`config.mk`:
```
export PLATFORM = sky130hd
export DESIGN_NAME = hex_display_arbiter
export DESIGN_NICKNAME = d
export VERILOG_FILES = /design/src/rtl/hex_disp_pkg.sv /design/src/rtl/hex7seg.sv /design/src/rtl/hex_display_arbiter.sv
export SDC_FILE = /design/constraint.sdc
export NUM_CORES = 1
export LEC_CHECK = 0
export BUFFER_PORTS_ARGS = -buffer_cell sky130_fd_sc_hd__buf_2
export CELL_PAD_IN_SITES_DETAIL_PLACEMENT = 2
export CELL_PAD_IN_SITES_GLOBAL_PLACEMENT = 2
export CORE_UTILIZATION = 34
export DETAILED_ROUTE_END_ITERATION = 12
export GPL_TIMING_DRIVEN = 0
export PLACE_DENSITY = 0.95
export SYNTH_ARGS = -nofsm -noshare
export SYNTH_HDL_FRONTEND = slang
export SYNTH_HIERARCHICAL = 1
export SYNTH_SLANG_ARGS = --single-unit
```
`constraint.sdc`:
```
create_clock -name max10_clk1_50 -period 9.5 [get_ports max10_clk1_50]
set_input_delay 2.85 -clock max10_clk1_50 [delete_from_list [all_inputs] [get_ports max10_clk1_50]]
set_output_delay 2.85 -clock max10_clk1_50 [all_outputs]
set_load 0.03 [all_outputs]
```
`src/rtl/hex_disp_pkg.sv`:
```
// Shared types and constants for the hex display arbiter.
// Optional build macro: HEX_DP_CHANNEL_EN (lights the dp of the granted channel's digit).
package hex_disp_pkg;

  typedef enum logic [1:0] {
    IDLE   = 2'd0,
    SELECT = 2'd1,
    SHOW   = 2'd2
  } arb_state_t;

  localparam logic [7:0] SEG_BLANK = 8'hFF;

  // Active-low a..g in bits 0..6, dp (bit 7) off; index is the nibble value.
  localparam logic [7:0] SEG_TABLE [16] = '{
    8'hC0, 8'hF9, 8'hA4, 8'hB0, 8'h99, 8'h92, 8'h82, 8'hF8,
    8'h80, 8'h90, 8'h88, 8'h83, 8'hC6, 8'hA1, 8'h86, 8'h8E
  };

endpackage

```
`src/rtl/hex7seg.sv`:
```
// Combinational nibble to active-low seven-segment decoder (segments a..g only).
module hex7seg
  import hex_disp_pkg::*;
(
  input  logic [3:0] nibble,
  output logic [6:0] seg
);

  assign seg = SEG_TABLE[nibble][6:0];

endmodule

```
`src/rtl/hex_display_arbiter.sv`:
```
// Round-robin time-sharing of six seven-segment digits and the LED bank among NUM_REQ requesters.
// Optional build macro: HEX_DP_CHANNEL_EN marks the granted channel with the dp of hex<index>.
module hex_display_arbiter
  import hex_disp_pkg::*;
#(
  parameter int NUM_REQ      = 4,
  parameter int DWELL_CYCLES = 50_000_000
) (
  input  logic                    max10_clk1_50,
  input  logic                    reset_n,
  input  logic [NUM_REQ-1:0]      req,
  input  logic [NUM_REQ*24-1:0]   data,
  input  logic                    advance,
  output logic [NUM_REQ-1:0]      grant,
  output logic                    busy,
  output logic [7:0]              hex0,
  output logic [7:0]              hex1,
  output logic [7:0]              hex2,
  output logic [7:0]              hex3,
  output logic [7:0]              hex4,
  output logic [7:0]              hex5,
  output logic [9:0]              ledr
);

  localparam int IDXW = $clog2(NUM_REQ);
  localparam int CW   = $clog2(DWELL_CYCLES);
  localparam logic [CW-1:0]   DWELL_LAST = CW'(DWELL_CYCLES - 1);
  localparam logic [IDXW-1:0] LAST_INIT  = IDXW'(NUM_REQ - 1);

  arb_state_t          state_reg, state_next;
  logic [NUM_REQ-1:0]  grant_reg, grant_next;
  logic [IDXW-1:0]     last_reg, last_next;
  logic [CW-1:0]       count_reg, count_next;
  logic                busy_reg;
  logic [47:0]         hex_reg, hex_next;

  logic [IDXW-1:0]     pick;
  logic [NUM_REQ-1:0]  owner_mask;
  logic                owner_req;
  logic                others_pending;
  logic                end_event;
  logic [23:0]         owner_data;
  logic [41:0]         seg_bus;
  logic [5:0]          dp_off;

  // First requester with req high, scanning circularly from l+1 (l itself is checked last).
  function automatic logic [IDXW-1:0] rr_pick(input logic [NUM_REQ-1:0] r,
                                              input logic [IDXW-1:0]    l);
    logic            found;
    logic [IDXW-1:0] cand;
    int              idx;
    rr_pick = l;
    found   = 1'b0;
    for (int i = 1; i <= NUM_REQ; i++) begin
      idx  = (int'(l) + i) % NUM_REQ;
      cand = IDXW'(idx);
      if (!found && r[cand]) begin
        rr_pick = cand;
        found   = 1'b1;
      end
    end
  endfunction

  assign pick           = rr_pick(req, last_reg);
  assign owner_mask     = NUM_REQ'(1) << last_reg;
  assign owner_req      = |(req & owner_mask);
  assign others_pending = |(req & ~owner_mask);
  assign end_event      = (count_reg == DWELL_LAST) || advance || !owner_req;

  always_comb begin
    state_next = state_reg;
    grant_next = grant_reg;
    last_next  = last_reg;
    count_next = count_reg;
    case (state_reg)
      IDLE: begin
        grant_next = '0;
        count_next = '0;
        if (|req) state_next = SELECT;
      end
      SELECT: begin
        count_next = '0;
        if (|req) begin
          last_next  = pick;
          grant_next = NUM_REQ'(1) << pick;
          state_next = SHOW;
        end else begin
          grant_next = '0;
          state_next = IDLE;
        end
      end
      SHOW: begin
        count_next = count_reg + 1'b1;
        if (end_event) begin
          if (others_pending) begin
            grant_next = '0;
            state_next = SELECT;
          end else if (owner_req) begin
            // Sole requester keeps the display; only the dwell restarts.
            count_next = '0;
          end else begin
            grant_next = '0;
            state_next = IDLE;
          end
        end
      end
      default: begin
        grant_next = '0;
        count_next = '0;
        state_next = IDLE;
      end
    endcase
  end

  always_comb begin
    owner_data = '0;
    for (int i = 0; i < NUM_REQ; i++) begin
      if (last_reg == IDXW'(i)) owner_data = data[24*i +: 24];
    end
  end

  // Digits are live in SHOW, blank in IDLE, and hold across the SELECT gap.
  generate
    for (genvar gi = 0; gi < 6; gi++) begin : gen_digit
      hex7seg u_dec (
        .nibble (owner_data[4*gi +: 4]),
        .seg    (seg_bus[7*gi +: 7])
      );
`ifdef HEX_DP_CHANNEL_EN
      assign dp_off[gi] = (int'(last_reg) != gi);
`else
      assign dp_off[gi] = 1'b1;
`endif
      assign hex_next[8*gi +: 8] = (state_reg == SHOW) ? {dp_off[gi], seg_bus[7*gi +: 7]} :
                                   (state_reg == IDLE) ? SEG_BLANK :
                                                         hex_reg[8*gi +: 8];
    end
  endgenerate

  always_ff @(posedge max10_clk1_50 or negedge reset_n) begin
    if (!reset_n) begin
      state_reg <= IDLE;
      grant_reg <= '0;
      last_reg  <= LAST_INIT;
      count_reg <= '0;
      busy_reg  <= 1'b0;
      hex_reg   <= {6{SEG_BLANK}};
    end else begin
      state_reg <= state_next;
      grant_reg <= grant_next;
      last_reg  <= last_next;
      count_reg <= count_next;
      busy_reg  <= (state_reg != IDLE);
      hex_reg   <= hex_next;
    end
  end

  assign grant = grant_reg;
  assign busy  = busy_reg;
  assign hex0  = hex_reg[7:0];
  assign hex1  = hex_reg[15:8];
  assign hex2  = hex_reg[23:16];
  assign hex3  = hex_reg[31:24];
  assign hex4  = hex_reg[39:32];
  assign hex5  = hex_reg[47:40];
  assign ledr  = {busy_reg, {(9-NUM_REQ){1'b0}}, grant_reg};

endmodule

```
==> impl_metrics.ini <==
[run_status]
status = finished, violations left
violations = DRC

[synthesis]
ys_warn_count = 6
yosysSeqAreaShare = 0.315
ys_types = 68
async_flop_share = 1.00
synth_top_area_frac = 0.183
ys_ff_latch = 77
syn_area_per_cell_um2 = 8.56
synth_area_leaders = dfstp_2 (18%), dfrtp_1 (13%), ha_1 (9.3%)
yosysTopAreaCell = dfstp_2
synthTopCellsByCount = nor2_1 (130), a21oi_1 (76), inv_1 (69)
yosysMostFrequentCell = nor2_1
syn_area_mm2 = 0.00630
netlist_instances = 736
synth_edf_count = 0
synth-main-ff-cell = dfstp_2

[setup_path]
critPathCaptureType = flop
critPathMaxFanout = 7
required_ns = 9.76
worstSetupPathType = input port to flop
crit_path_start_kind = input port
arrival_ns = 5.43
r2r_slack_ns = 4.97

[placed_design]
portBuffers = 153
dp_hpwl_um = 18400
place_congestion = 0.849
dp_cells = 1128

[route]
wl_met1_um = 9290
drt_iter0_drc = 202
avgRoutedWirePerCell_um = 20.3
drc = 10
highest_layer = met5
drt_first_pass_iters = 8
route.vias.total = 6075
totalWireLength_um = 23300
wl_met2_um = 12100
wl_met3_um = 1040
ant_nets = 0
route.detailed.vias_per_inst = 5.30

[floorplan]
die_h_um = 138
fp-row-count = 49
pin_count = 166
die_width_um = 138
core_area_mm2 = 0.0181
start_util = 0.348
design.die.area_mm2 = 0.0191

[timing]
min_period_over_period = 0.543
max_freq_ghz = 0.194
worst_slew_pin_slew_ns = 0.945
drv_slew = 0
final.setup.tns_ns = 0
max-slew-margin-rel = 0.364
min_period_ns = 5.16
hold_violations = 0
rsz0062_at_grt = false
fin_skew_ns = 0.0141
finalSetupViolations = 0

[clocking]
cts_root_buffer = clkbuf_16
clk_path_buf_depth = 2
cts-hold-fix-buffers = 0
clkTransAtPathRegs_ns = 0.07
cts-resized-gates = 0
cts_buffers = 9
clk_latency_ns = 0.35
cts_sinks = 77
htreeDepth = 3
tritoncts = yes
cts_setup_buffers = 0

[global_routing]
grtUsageTotal = 0.248
grt_pass1_vias = 6940
antenna_found_initial = 4
gr-total-overflow = 0
grt_pass1_wl_um = 37200
grt_max_degree = 56

[flow_run]
drv_cap = 0

[min_path]
hold_class = flop to flop

[layout]
largest_register_ffs = 42
drive_above_1_share = 0.315
stdcell_count = 1146
syn2layout_area_growth_pct = 22.9
nets = 1060

[power_and_ir_drop]
power.density_mw_per_mm2 = 387
ir_drop_mv = 0.133
finalPower_uw = 3000
p_leak_uw = 0.00381
[power by group]
group          leakage [uW]  switching [uW]  total, uW  internal [uW]
logic               0.00274            1310       2080            766
clock network      0.000154             157        390            233
registers          0.000917            64.9        527            462
[cell usage in the layout, fill, tap and decap left out, types with 4 or more instances in the layout]
master     netlist  layout
buf_2           13     165
nor2_1         130     130
a21oi_1         76      76
inv_1           69      69
ha_1            47      47
dfstp_2         44      44
nand2_1         42      42
o21ai_0         34      34
dfrtp_1         33      33
mux2i_1         29      29
a22oi_1         25      25
clkbuf_1        23      24
buf_4           18      19
xor2_1          18      18
nand3_1         12      12
conb_1           2      11
a22o_1          10      10
xnor2_1          9       9
clkbuf_16        0       9
buf_6            8       8
nand2b_1         6       6
mux2_2           6       6
a32o_1           6       6
nand4_1          5       5
mux4_1           5       5
and2b_2          4       4
or3b_1           4       4
[metal layers]
metal  global-route usage  vias to the layer above
li1                     -                     2812
met1                0.276                     3021
met2                0.461                      186
met3               0.0440                       54
met4                0.114                        2
met5                    0                        -
[final timing paths]
check,from,to,depth (start not counted)
max reg2reg,last_reg[1],hex_reg[35],16
min,hex_reg[25],hex_reg[25],2
max,data[28],hex_reg[11],11
max in group asynchronous,reset_n,hex_reg[43],2
min in group asynchronous,reset_n,hex_reg[25],1
min reg2reg,hex_reg[25],hex_reg[25],2
[area by class of cell]
type | count | area, um2
diodes | 2 | 5.00
plain buffers | 63 | 390
clock buffers | 10 | 229
clock inverters | 6 | 93.8
fillers | 2096 | 10300
inverters | 70 | 263
multi-input cells | 535 | 3700
flip-flops and latches | 77 | 1980
well taps | 229 | 287
repair buffers | 154 | 796
[cells by family (layout without fill, tap and decap cells)]
group,Yosys count,count (layout),share of synthesized area
XOR/XNOR,27,27,0.0375
flip-flops,77,77,0.315
multiplexers,44,44,0.0907
adder cells (fa/ha/maj),47,47,0.0933
AND/OR/NAND/NOR,231,231,0.178
buffers and inverters,133,303,0.104
AO/OA/AOI/OAI,175,175,0.181
other,2,13,0.00119
[per-stage QoR]
stage / utilization / cell area, um2 / worst slack [ns] / hold slack [ns]
6_report: 0.428 / 7740 / 4.34 / 0.466
5_1_grt: 0.428 / 7740 / 4.15 / 0.480
4_1_cts: 0.428 / 7740 / 4.37 / 0.469
3_5_place_dp: 0.410 / 7420 / 4.00 / 0.458
3_3_place_gp: 0.408 / 7390 / 4.14 / 0.451
2_1_floorplan: - / 6330 / 4.74 / 0.470
[worst max-delay path, cell delays in order]
cell     delay, ns
buf_2         0.08
a22oi_1       0.07
nor2_1        0.11
a21oi_1       0.05
o21ai_0       0.72
inv_1         0.28
ha_1          0.39
inv_1         0.08
mux4_1        0.53
nor2_1        0.20
a21oi_1       0.06
Note: power is estimated with default switching activity, not from simulation.
